File: src/rtl/risc_v_32_fetch.sv
// Instruction-fetch stage and IF/ID pipeline register for the RV32IM pipeline.
// Owns the PC, issues one outstanding imem request, and absorbs stalls and branch redirects.
module risc_v_32_fetch #(
    parameter logic [31:0] RESET_PC = 32'h0000_0000,
    parameter logic [31:0] NOP_INST = 32'h0000_0013
) (
    input  logic        clk,
    input  logic        rst_n,
    input  logic        pc_write,
    input  logic        ifid_write,
    input  logic        branch_taken,
    input  logic [31:0] branch_target,
    output logic        imem_req,
    output logic [31:0] imem_addr,
    input  logic        imem_ready,
    input  logic [31:0] imem_rdata,
    output logic [31:0] ifid_pc,
    output logic [31:0] ifid_inst,
    output logic        ifid_valid
);

    typedef enum logic [1:0] {
        StRst   = 2'd0,
        StFetch = 2'd1,
        StKill  = 2'd2,
        StHold  = 2'd3
    } state_e;

    state_e      state_q, state_d;
    logic [31:0] pc_q, pc_d;
    logic [31:0] redir_pc_q, redir_pc_d;
    logic [31:0] hold_inst_q, hold_inst_d;
    logic [31:0] ifid_pc_q, ifid_pc_d;
    logic [31:0] ifid_inst_q, ifid_inst_d;
    logic        ifid_valid_q, ifid_valid_d;

    logic        advance;
    logic        flush;
    logic [31:0] pc_plus4;

    assign advance  = pc_write & ifid_write;
    assign flush    = branch_taken;
    assign pc_plus4 = pc_q + 32'd4;

    always_comb begin
        state_d      = state_q;
        pc_d         = pc_q;
        redir_pc_d   = redir_pc_q;
        hold_inst_d  = hold_inst_q;
        ifid_pc_d    = ifid_pc_q;
        ifid_inst_d  = ifid_inst_q;
        ifid_valid_d = ifid_valid_q;

        unique case (state_q)
            StRst: begin
                state_d = StFetch;
            end

            StFetch: begin
                if (flush) begin
                    ifid_inst_d  = NOP_INST;
                    ifid_valid_d = 1'b0;
                    if (imem_ready) begin
                        pc_d = branch_target;
                    end else begin
                        // Request is still pending: keep the address, squash it later.
                        redir_pc_d = branch_target;
                        state_d    = StKill;
                    end
                end else if (imem_ready) begin
                    if (advance) begin
                        ifid_pc_d    = pc_q;
                        ifid_inst_d  = imem_rdata;
                        ifid_valid_d = 1'b1;
                        pc_d         = pc_plus4;
                    end else begin
                        hold_inst_d = imem_rdata;
                        state_d     = StHold;
                    end
                end else if (ifid_write) begin
                    ifid_inst_d  = NOP_INST;
                    ifid_valid_d = 1'b0;
                end
            end

            StHold: begin
                if (flush) begin
                    pc_d         = branch_target;
                    hold_inst_d  = NOP_INST;
                    ifid_inst_d  = NOP_INST;
                    ifid_valid_d = 1'b0;
                    state_d      = StFetch;
                end else if (advance) begin
                    ifid_pc_d    = pc_q;
                    ifid_inst_d  = hold_inst_q;
                    ifid_valid_d = 1'b1;
                    pc_d         = pc_plus4;
                    state_d      = StFetch;
                end
            end

            StKill: begin
                if (flush) begin
                    redir_pc_d = branch_target;
                end
                if (flush || ifid_write) begin
                    ifid_inst_d  = NOP_INST;
                    ifid_valid_d = 1'b0;
                end
                if (imem_ready) begin
                    // The returned word belongs to the squashed address and is dropped.
                    pc_d    = flush ? branch_target : redir_pc_q;
                    state_d = StFetch;
                end
            end

            default: begin
                state_d = StRst;
            end
        endcase
    end

    always_ff @(posedge clk or negedge rst_n) begin
        if (!rst_n) begin
            state_q      <= StRst;
            pc_q         <= RESET_PC;
            redir_pc_q   <= 32'h0000_0000;
            hold_inst_q  <= NOP_INST;
            ifid_pc_q    <= 32'h0000_0000;
            ifid_inst_q  <= NOP_INST;
            ifid_valid_q <= 1'b0;
        end else begin
            state_q      <= state_d;
            pc_q         <= pc_d;
            redir_pc_q   <= redir_pc_d;
            hold_inst_q  <= hold_inst_d;
            ifid_pc_q    <= ifid_pc_d;
            ifid_inst_q  <= ifid_inst_d;
            ifid_valid_q <= ifid_valid_d;
        end
    end

    // Request is decoded from the async-reset state so it drops as soon as rst_n falls.
    assign imem_req   = (state_q == StFetch) || (state_q == StKill);
    assign imem_addr  = pc_q;
    assign ifid_pc    = ifid_pc_q;
    assign ifid_inst  = ifid_inst_q;
    assign ifid_valid = ifid_valid_q;

endmodule

File: config.mk
export PLATFORM = sky130hd
export DESIGN_NAME = risc_v_32_fetch
export DESIGN_NICKNAME = d
export VERILOG_FILES = /design/src/rtl/risc_v_32_fetch.sv
export SDC_FILE = /design/constraint.sdc
export NUM_CORES = 1
export LEC_CHECK = 0
export ABC_AREA = 0
export CAP_MARGIN = 20
export CORE_ASPECT_RATIO = 1.25
export CORE_MARGIN = 3
export CORE_UTILIZATION = 35
export CTS_CLUSTER_DIAMETER = 60
export DETAILED_ROUTE_END_ITERATION = 8
export PLACE_DENSITY_LB_ADDON = 0.3
export SYNTH_ARGS = -nofsm -noshare
export SYNTH_HDL_FRONTEND = slang
export SYNTH_SLANG_ARGS = --single-unit
File: constraint.sdc
create_clock -name clk -period 2.2 [get_ports clk]
set_input_delay 0.44 -clock clk [delete_from_list [all_inputs] [get_ports clk]]
set_output_delay 0.44 -clock clk [all_outputs]
set_load 0.02 [all_outputs]
==> run summary <==
Fill cells: 2032
# IOs: 168
Top layer in use: met4
Final setup skew: 0.00721 ns
Crit path max-delay family: buffers and inverters
DRC: 0
Final count of hold timing violations: 0
Core area: 0.0216 mm^2
Post-synth EDFFs: 0
CP bufs+invs: 2
Ys flop type: dfrtp_1
Die height: 172 um
Starting Density: 35.7%
Initial antenna violation count: 0
Clk pwr share: 18.2%
Worst EP arrival: 1.68 ns
Routed Antenna Nets: 0
Gate Count Post-Synth: 755
Leakage power figure: 4.44 nW
Post-synth top area share: 51.0%
Worst-path fanout max: 5
NetSw: 0.00604 W
Post-Syn Nets: 830
Die X: 139 um
Total length of routed wires: 21400 um
Global-route wire length before repair: 34900 um
Drt pass-1 iters: 5
Row cnt: 60
Hold WS: 0.404 ns
Pin count of the biggest net entering global routing: 73
Reg power frac: 35.4%
Count of state elements after synthesis: 163
Launch point of the worst reg-to-reg path: state_q[0]
Type of origin of the critical path: flop
Status: finished clean
CP Class: flop to output port
IO Port Bufs: 167
Measured slew at the worst slew-check pin: 0.478 ns
CTS root buf: clkbuf_16
Area contributors post-synth: dfrtp_1 (51%), mux2_2 (9.3%), nand2_1 (6.0%), a22oi_1 (4.1%), o21ai_0 (4.0%)
Placer Congestion: 0.814
Fin area: 0.0106 mm^2
Hold Path Class: primary input to async pin
Max-cap violations: 0
Period utilization: 96.3%
M1 WL: 9160 um
Async set-reset flop share out of synthesis: 100%
Clock transition at path regs: 0.07 ns
Setup WS post-layout: 0.0806 ns
Global route overflow: 0
Power Dens Cells: 1450 mW/mm^2
Die ar.: 0.0239 mm^2
Peak Freq: 472 MHz
Vias post-DR: 6451
Element type at the critical path end: output port
Routed len/inst: 17.3 um
Clk sinks: 163
Met2 Wirelength: 10700 um
Min cycle time layout: 2.12 ns
Total CTS buffers: 17
Area grow syn2layout: 37.9%
Nets: 1016
Cell area after placement: 0.0100 mm^2
WP data required: 1.76 ns
CP max-delay cell: clkdlybuf4s50_1
Vias in the first global route: 6436
Post-Place Setup Slack: -0.141 ns
Internal: 0.00938 W
Vias per std cell: 5.23
Layout cell share with drive strength beyond 1: 18.4%
Maximum vdd drop: 0.628 mV
Max incr delay on CP: 0.60 ns
Yosys cell types: 60
Fin. max-slew vios: 0
All-Layer GR Usage: 18.1%
Clock buffer depth: 2
Worst setup startpoint: imem_addr[4]
Synth cell count leaders: dfrtp_1 (157), nand2_1 (124), mux2_2 (64)
Clock Latency Late Sink: 0.43 ns
Avg Inst Size Synth: 10.2 um^2
Met3 wire length: 1190 um
Synth warn: 0
H-tree lvl count: 4
Most numerous cell in the Yosys netlist: dfrtp_1
Detailed Place HPWL: 14800 um
Post-synthesis cell area: 0.00771 mm^2
Post-synthesis sequential area ratio: 53.0%
TritonCTS clock tree: yes
Relative slew slack: 68.1%
Post-synth top area cell: dfrtp_1
Switching part of the total: 39.2%
Initial DRC Count: 287
# setup viols final: 0
Combinational Power Share: 46.4%
Worst path cell trace: buf_4 -> clkdlybuf4s50_1
==> final cells by class <==
type,count,area [um^2],area share [%]
sequential,163,4090,38.5
tap,279,349,3.29
inverter,14,52.6,0.495
clock inverter,12,95.1,0.895
timing repair buffer,221,2200,20.7
antenna,1,2.50,0.0235
clock buffer,20,457,4.30
multi-input combinational,524,3380,31.8
==> flip-flops by register name, indices dropped and copies added, names as in the netlist <==
name and flops:
hold_inst_q 32, ifid_inst 32, ifid_pc 32, ifid_valid 1, imem_addr 32, redir_pc_q 32, state_q 2
==> layout by cell type, fill, tap and decap left out, types with 6 or more instances in the layout <==
cell,count
clkbuf_16,17
nor2_1,24
mux2_2,64
a22oi_1,41
buf_4,42
clkdlybuf4s50_1,164
inv_1,13
nor3_1,7
nand4_1,13
buf_12,10
dfstp_2,6
o31a_1,7
dfrtp_1,157
nand3_1,41
o22ai_1,10
a21oi_1,39
o21ai_0,62
nand2_1,124
==> power by group through the flow <==
stage               Clock [W]  Combinational [W]  Sequential [W]
global route          0.00302            0.00778         0.00567
finish                0.00281            0.00715         0.00545
CTS                   0.00289            0.00720         0.00547
global placement            0            0.00708         0.00546
detailed placement          0            0.00718         0.00552
floorplan                   0            0.00293         0.00637
==> what timing repair did <==
item                                    CTS  global route
hold endpoints to repair                 10             0
pin swaps                                 0             0
gates resized for setup                   2             5
setup buffers                             0             0
endpoints found under the setup margin   11            93
hold buffers                              1             0
==> metal layers <==
layer,up-vias,track usage (%)
li1,3097,-
met1,3121,22.8
met2,209,31.5
met3,24,4.07
met4,0,5.45
met5,-,0
==> cell families (layout without fill, tap and decap cells) <==
group,Yosys count,in the layout,synth area share [%]
AOI/OAI and AO/OA,206,206,17.2
other,0,1,0
and+or+nand+nor,237,237,14.6
muxes,70,70,10.1
buffers and inverters,68,267,3.64
adders and majority gates,5,5,0.812
xor gates and xnor gates,6,6,0.682
DFF,163,163,53.0
==> through the flow <==
stage	TNS, ns	utilization [%]	std cells	total power, W
global route	-0.00573	49.1	1233	0.0165
finish	0	49.1	1234	0.0154
detailed placement	-3.14	46.4	1200	0.0127
floorplan	0	-	755	0.00930
CTS	0	49.1	1233	0.0156
global placement	-0.198	46.4	1200	0.0125
==> path summary, 6_finish.rpt <==
kind                                       end  slack (ns)  cells after the start
worst max-delay path              imem_addr[4]        0.08                      2
worst min-delay path               ifid_pc[22]        0.40                      2
worst max register to register   redir_pc_q[2]        0.16                      7
worst min register to register  hold_inst_q[1]        0.46                      2
max in group asynchronous        ifid_inst[28]        1.17                      3
min in group clk                hold_inst_q[1]        0.46                      2
Power figures use the tool's default switching activity.
==> edit 1, RTL diff (config.mk and constraints unchanged) <==
Change the parameter `NOP_INST` from 32'h0000_0013 to 32'h0000000E.
--- a/src/rtl/risc_v_32_fetch.sv
+++ b/src/rtl/risc_v_32_fetch.sv
@@ -2,7 +2,7 @@
 // Owns the PC, issues one outstanding imem request, and absorbs stalls and branch redirects.
 module risc_v_32_fetch #(
     parameter logic [31:0] RESET_PC = 32'h0000_0000,
-    parameter logic [31:0] NOP_INST = 32'h0000_0013
+    parameter logic [31:0] NOP_INST = 32'h0000000E
 ) (
     input  logic        clk,
     input  logic        rst_n,
Function: changed (Yosys sat finds a counterexample within 4 cycles, from zero or initial values and one cycle with rst_n low).
==> edit 1 against the original RTL <==
Cell area is 2.7% higher. Via count grew 2.9%. Sequential cell count unchanged. Power rose by 8.4%. First-iteration DRC count up 27%. Critical path depth unchanged. Synthesized area grew 0.21%. Count of clock-buffer cells in the layout unchanged. Wire length grew 4.1%. Worst setup slack improved by 0.032 ns. Non-clock buffer count up 12. Utilization grew 1.3 points. Global-route usage up 0.55 points.
==> edit 1: results (changes against the original RTL) <==
- Ys Warns: 0 (unchanged)
- Fin. Hold Viols: 0 (unchanged)
- Async SR Flop Fraction: 100.0% (unchanged)
- Vias in the first global route: 6733 (+4.6%)
- Largest net degree at the start of global routing: 53 (-27%)
- Clock skew: 0.006803 ns (-0.0004071 ns)
- GRT Overall Usage: 18.65% (+0.55 points)
- HPWL Detailed: 15310 µm (+3.3%)
- Antenna-violating nets left: 0 (unchanged)
- Starting DRT DRC Count: 364 (+27%)
- First-pass GRT wire length: 36310 µm (+4.0%)
- Max IR drop VDD: 773.1 µV (+23%)
- Initial antenna violation count: 0 (unchanged)
- Root buffer cell: clkbuf_16
- Syn_nets: 837 (+0.84%)
- Fraction of layout cells with a size suffix above 1: 19.38% (+0.94 points)
- Slew Limit Headroom: 52.53% (-16 points)
- Final wirelength: 22260 µm (+4.1%)
- Via Count: 6635 (+2.9%)
- Number of port buffers: 167 (unchanged)
- Top cells by instance count after synthesis: dfrtp_1, nand2_1, a21oi_1
- CTS Buf Count: 17 (unchanged)
- Post-synth top flop: dfrtp_1
- P_sw: 6.330 mW (+4.9%)
- Sequential element share of the synthesized area: 52.90% (-0.11 points)
- Synth area leaders: dfrtp_1, mux2_2, nand2_1
- Hold Crit Class: flip-flop to flip-flop
- Clock-pin slew on the worst setup and hold paths: 0.06 ns
- WP data arrival: 1.65 ns (-0.03 ns)
- Synth top area share: 50.86% (-0.11 points)
- Clock latency on the worst-skew pair: 0.43 ns (about the same)
- Nets: 1037 (+2.1%)
- GPL Wtd Cong: 0.8493 (+4.4%)
- Leakage: 4.608 nW (+3.9%)
- ANT cells: 0 (-1)
- CP max FO: 7 (+2)
- H-tree levels: 4 (unchanged)
- Clock tree buffer depth: 2 (unchanged)
- Unique masters post-synth: 62 (+3.3%)
- Outcome: complete, no violations
[edit 1: cell types whose count changed in the layout (fill, tap and decap cells not counted), sizes merged, moves of 4 or more]
cell / change
a21o: -4
o31a: -4
nor2: +33
nand2b: +4
nand2: -26
o21ai: -29
buf: +10
o21a: -5
bufinv: +6
a31oi: +6
a21oi: +26
[edit 1: worst paths after layout]
kind,from,to,slack (ns),cells past startpoint
max in group asynchronous,rst_n,hold_inst_q[3],1.05,3
hold / removal,hold_inst_q[1],hold_inst_q[1],0.45,2
setup reg to reg,state_q[0],ifid_inst[19],0.13,9
min in group asynchronous,rst_n,ifid_inst[4],0.50,2
hold reg to reg,hold_inst_q[1],hold_inst_q[1],0.45,2
setup / recovery,imem_addr[4],imem_addr[4],0.11,2
[edit 1: timing repair]
action,CTS,global route
pin swaps,0,1
endpoints found under the setup margin,33,90
hold buffers,1,0
hold endpoints to repair,32,0
cloned,0,1
buffers inserted,0,2
resized for setup,2,3
[edit 1: worst max-delay path: stages, from the launching register on]
cell             delay (ns)
dfrtp_1                0.42
buf_4                  0.19
clkdlybuf4s50_1        0.61
[edit 1: power by group through the flow]
stage	logic, mW	clock network [mW]	registers [mW]
after global placement	7.63	0	5.45
after floorplan	3.16	0	6.43
after detailed placement	7.74	0	5.50
final	7.81	3.44	5.46
after CTS	7.77	3.53	5.45
after global routing	8.52	3.64	5.65
[edit 1: routing by layer]
metal	GRT usage, %	routed length [µm]
met2	31.60	11050
met3	3.900	1014
met1	24.35	9828
met5	0	0
met4	5.489	366
[edit 1: per-stage QoR]
stage	std cells	instance area (µm²)	utilization [%]	total power, mW	setup WS, ns
2_1_floorplan	762	7725	-	9.596	0.006928
3_3_place_gp	1218	10180	47.08	13.08	-0.02870
3_5_place_dp	1218	10180	47.08	13.24	-0.06308
4_1_cts	1251	10870	50.29	16.75	0.04078
5_1_grt	1254	10920	50.50	17.82	-0.008046
6_report	1254	10920	50.50	16.71	0.1129
[edit 1: cell type report]
| class | count | area [µm²] |
|---|---|---|
| Clock buffer | 20 | 456.7 |
| Multi-Input combinational cell | 532 | 3408 |
| Inverter | 15 | 56.30 |
| Tap cell | 279 | 349.1 |
| Timing Repair Buffer | 233 | 2332 |
| Sequential cell | 163 | 4089 |
| Fill cell | 1975 | 10700 |
| Clock inverter | 12 | 226.5 |
[edit 1: cell families after synthesis]
family | after synthesis | share of synthesized area (%)
mux | 70 | 10.07
simple gates | 252 | 15.40
compound gates | 199 | 16.63
fa+ha+maj | 5 | 0.8098
flops | 163 | 52.90
buf+inv | 67 | 3.498
xor+xnor | 6 | 0.6803
==> edit 2, RTL diff (config.mk and constraints unchanged) <==
Without the edit above. The 4 states of `state_e` get a Gray code encoding in 2 bits.
--- a/src/rtl/risc_v_32_fetch.sv
+++ b/src/rtl/risc_v_32_fetch.sv
@@ -20,10 +20,10 @@
 );
 
     typedef enum logic [1:0] {
-        StRst   = 2'd0,
-        StFetch = 2'd1,
-        StKill  = 2'd2,
-        StHold  = 2'd3
+        StRst   = 2'b00,
+        StFetch = 2'b01,
+        StKill  = 2'b11,
+        StHold  = 2'b10
     } state_e;
 
     state_e      state_q, state_d;
Function: no difference found for any inputs over 4 cycles, from zero or initial values and one cycle with rst_n low; so few cycles prove little.
==> edit 2 against the original RTL <==
First-iteration DRC count rose by 45%. Non-clock buffer count rose by 5. Power fell by 25%. Combinational power fell by 43%. Worst setup slack got worse by 0.0017 ns. Sequential share of layout area rose by 0.20 points. Cell area fell by 0.44%. Final cell count rose by 1.1%. Sequential cell count did not move. Count of clock-buffer cells in the layout fell by 2. Synthesized area fell by 0.52%. Utilization rose by 0.79 points. Wire length rose by 7.1%.
==> edit 2: results (changes against the original RTL) <==
- Fraction of layout cells with a size suffix above 1: 15.31% (-3.1 points)
- CP max FO: 7 (+2)
- Hold Crit Class: input pin to flip-flop
- ANT cells: 0 (-1)
- Outcome: complete, no violations
- Worst path max stage delay: 0.63 ns (+0.03 ns)
- Sequential element share of the synthesized area: 53.29% (+0.28 points)
- Clock tree buffer depth: 2 (unchanged)
- H-tree levels: 4 (unchanged)
- WP data arrival: 1.68 ns (about the same)
- Fillcell total: 1993 (-1.9%)
- Worst-Margin Slew: 0.5475 ns (+0.06950 ns)
- Nets: 1031 (+1.5%)
- Int Pwr: 7.402 mW (-21%)
- DP Worst Slack: -0.05499 ns (+0.08598 ns)
- CTS Buf Count: 17 (unchanged)
- GPL Wtd Cong: 0.8649 (+6.3%)
- CP max-delay cell: clkdlybuf4s50_1
- R2R Path Start: imem_addr[10]
- Number of port buffers: 167 (unchanged)
- Max IR drop VDD: 655.9 µV (+4.5%)
- First-pass GRT wire length: 36430 µm (+4.3%)
- Leakage: 4.468 nW (+0.72%)
- HP Start: branch_taken
- Pre-Repair DR Iteration Count: 5 (unchanged)
- GRT Overall Usage: 19.37% (+1.3 points)
- Root buffer cell: clkbuf_16
- Clock-pin slew on the worst setup and hold paths: 0.07 ns (about the same)
- Top cells by instance count after synthesis: dfrtp_1, nand2_1, a21oi_1
- Synth area leaders: dfrtp_1, nand2_1, a21oi_1
- Syn_nets: 847 (+2.0%)
- Clock skew: 0.007294 ns (+0.00008391 ns)
- CP startpoint: imem_addr[6]
- Clock latency on the worst-skew pair: 0.43 ns (about the same)
- Largest net degree at the start of global routing: 63 (-14%)
- Via Count: 6789 (+5.2%)
- Ys Warns: 0 (unchanged)
- HPWL Detailed: 16270 µm (+9.7%)
- Initial antenna violation count: 0 (unchanged)
- CP top delay family: buffers and inverters
- Async SR Flop Fraction: 100.0% (unchanged)
- Final wirelength: 22900 µm (+7.1%)
- Starting DRT DRC Count: 417 (+45%)
- Vias in the first global route: 6680 (+3.8%)
- Unique masters post-synth: 64 (+6.7%)
[edit 2: timing repair]
item | in CTS | in global routing
endpoints found under the setup margin | 1 | 9
hold buffers | 1 | 0
hold endpoints to repair | 36 | 0
buffers inserted | 0 | 0
pin swaps | 0 | 0
gates resized for setup | 1 | 2
[edit 2: kinds of logic (layout without fill, tap and decap cells)]
logic type	after synthesis	in the layout	share of synthesized area, %
AOI/OAI and AO/OA	253	253	22.04
and+or+nand+nor	249	249	14.73
DFF	163	163	53.29
buffers and inverters	73	270	4.471
muxes	35	35	5.074
xor gates and xnor gates	2	2	0.2285
adders and majority gates	1	1	0.1631
[edit 2: power by group through the flow]
stage	Combinational [mW]	Clock, mW	Sequential [mW]
finish	4.09	3.00	4.54
global route	4.42	3.19	4.66
CTS	4.14	3.07	4.55
detailed placement	4.12	0	4.60
global placement	4.05	0	4.58
floorplan	1.41	0	5.15
[edit 2: worst register-to-register path, stage by stage, from the launching register on]
cell and delay, ns:
dfrtp_1 0.49, and3_1 0.35, nand4_1 0.25, nor2_2 0.37, nand3_1 0.14, o311ai_1 0.25
[edit 2: final timing paths]
path	end	depth (start not counted)	slack [ns]
max	imem_addr[6]	2	0.08
min	state_q[0]	3	0.46
max reg2reg	imem_addr[31]	5	0.25
min reg2reg	hold_inst_q[0]	2	0.47
max in group asynchronous	imem_addr[6]	3	0.99
min in group asynchronous	ifid_inst[6]	2	0.50
[edit 2: stage by stage]
step / setup TNS [ns] / cell area [µm²] / std cells / power [mW]
after CTS: 0 / 10580 / 1247 / 11.75
after global placement: 0 / 9976 / 1214 / 8.635
after detailed placement: -1.147 / 9976 / 1214 / 8.711
after floorplan: 0 / 7669 / 776 / 6.566
after global routing: 0 / 10580 / 1247 / 12.28
final: 0 / 10580 / 1247 / 11.63
[edit 2: area by class of cell]
class | count | area [µm²] | area share (%)
clock inverter | 14 | 150.1 | 1.419
sequential | 163 | 4090 | 38.66
clock buffer | 18 | 439.2 | 4.151
multi-input combinational | 540 | 3272 | 30.92
tap | 274 | 342.8 | 3.240
inverter | 12 | 45.04 | 0.4257
timing repair buffer | 226 | 2241 | 21.18
[edit 2: per-layer routing]
layer  GRT usage, %  vias up  part of all wire [%]
li1               -     3181                     -
met1          24.90     3317                    42
met2          31.88      255                    49
met3          4.199       36                   6.1
met4          8.251        0                   3.3
met5              0        -                     0
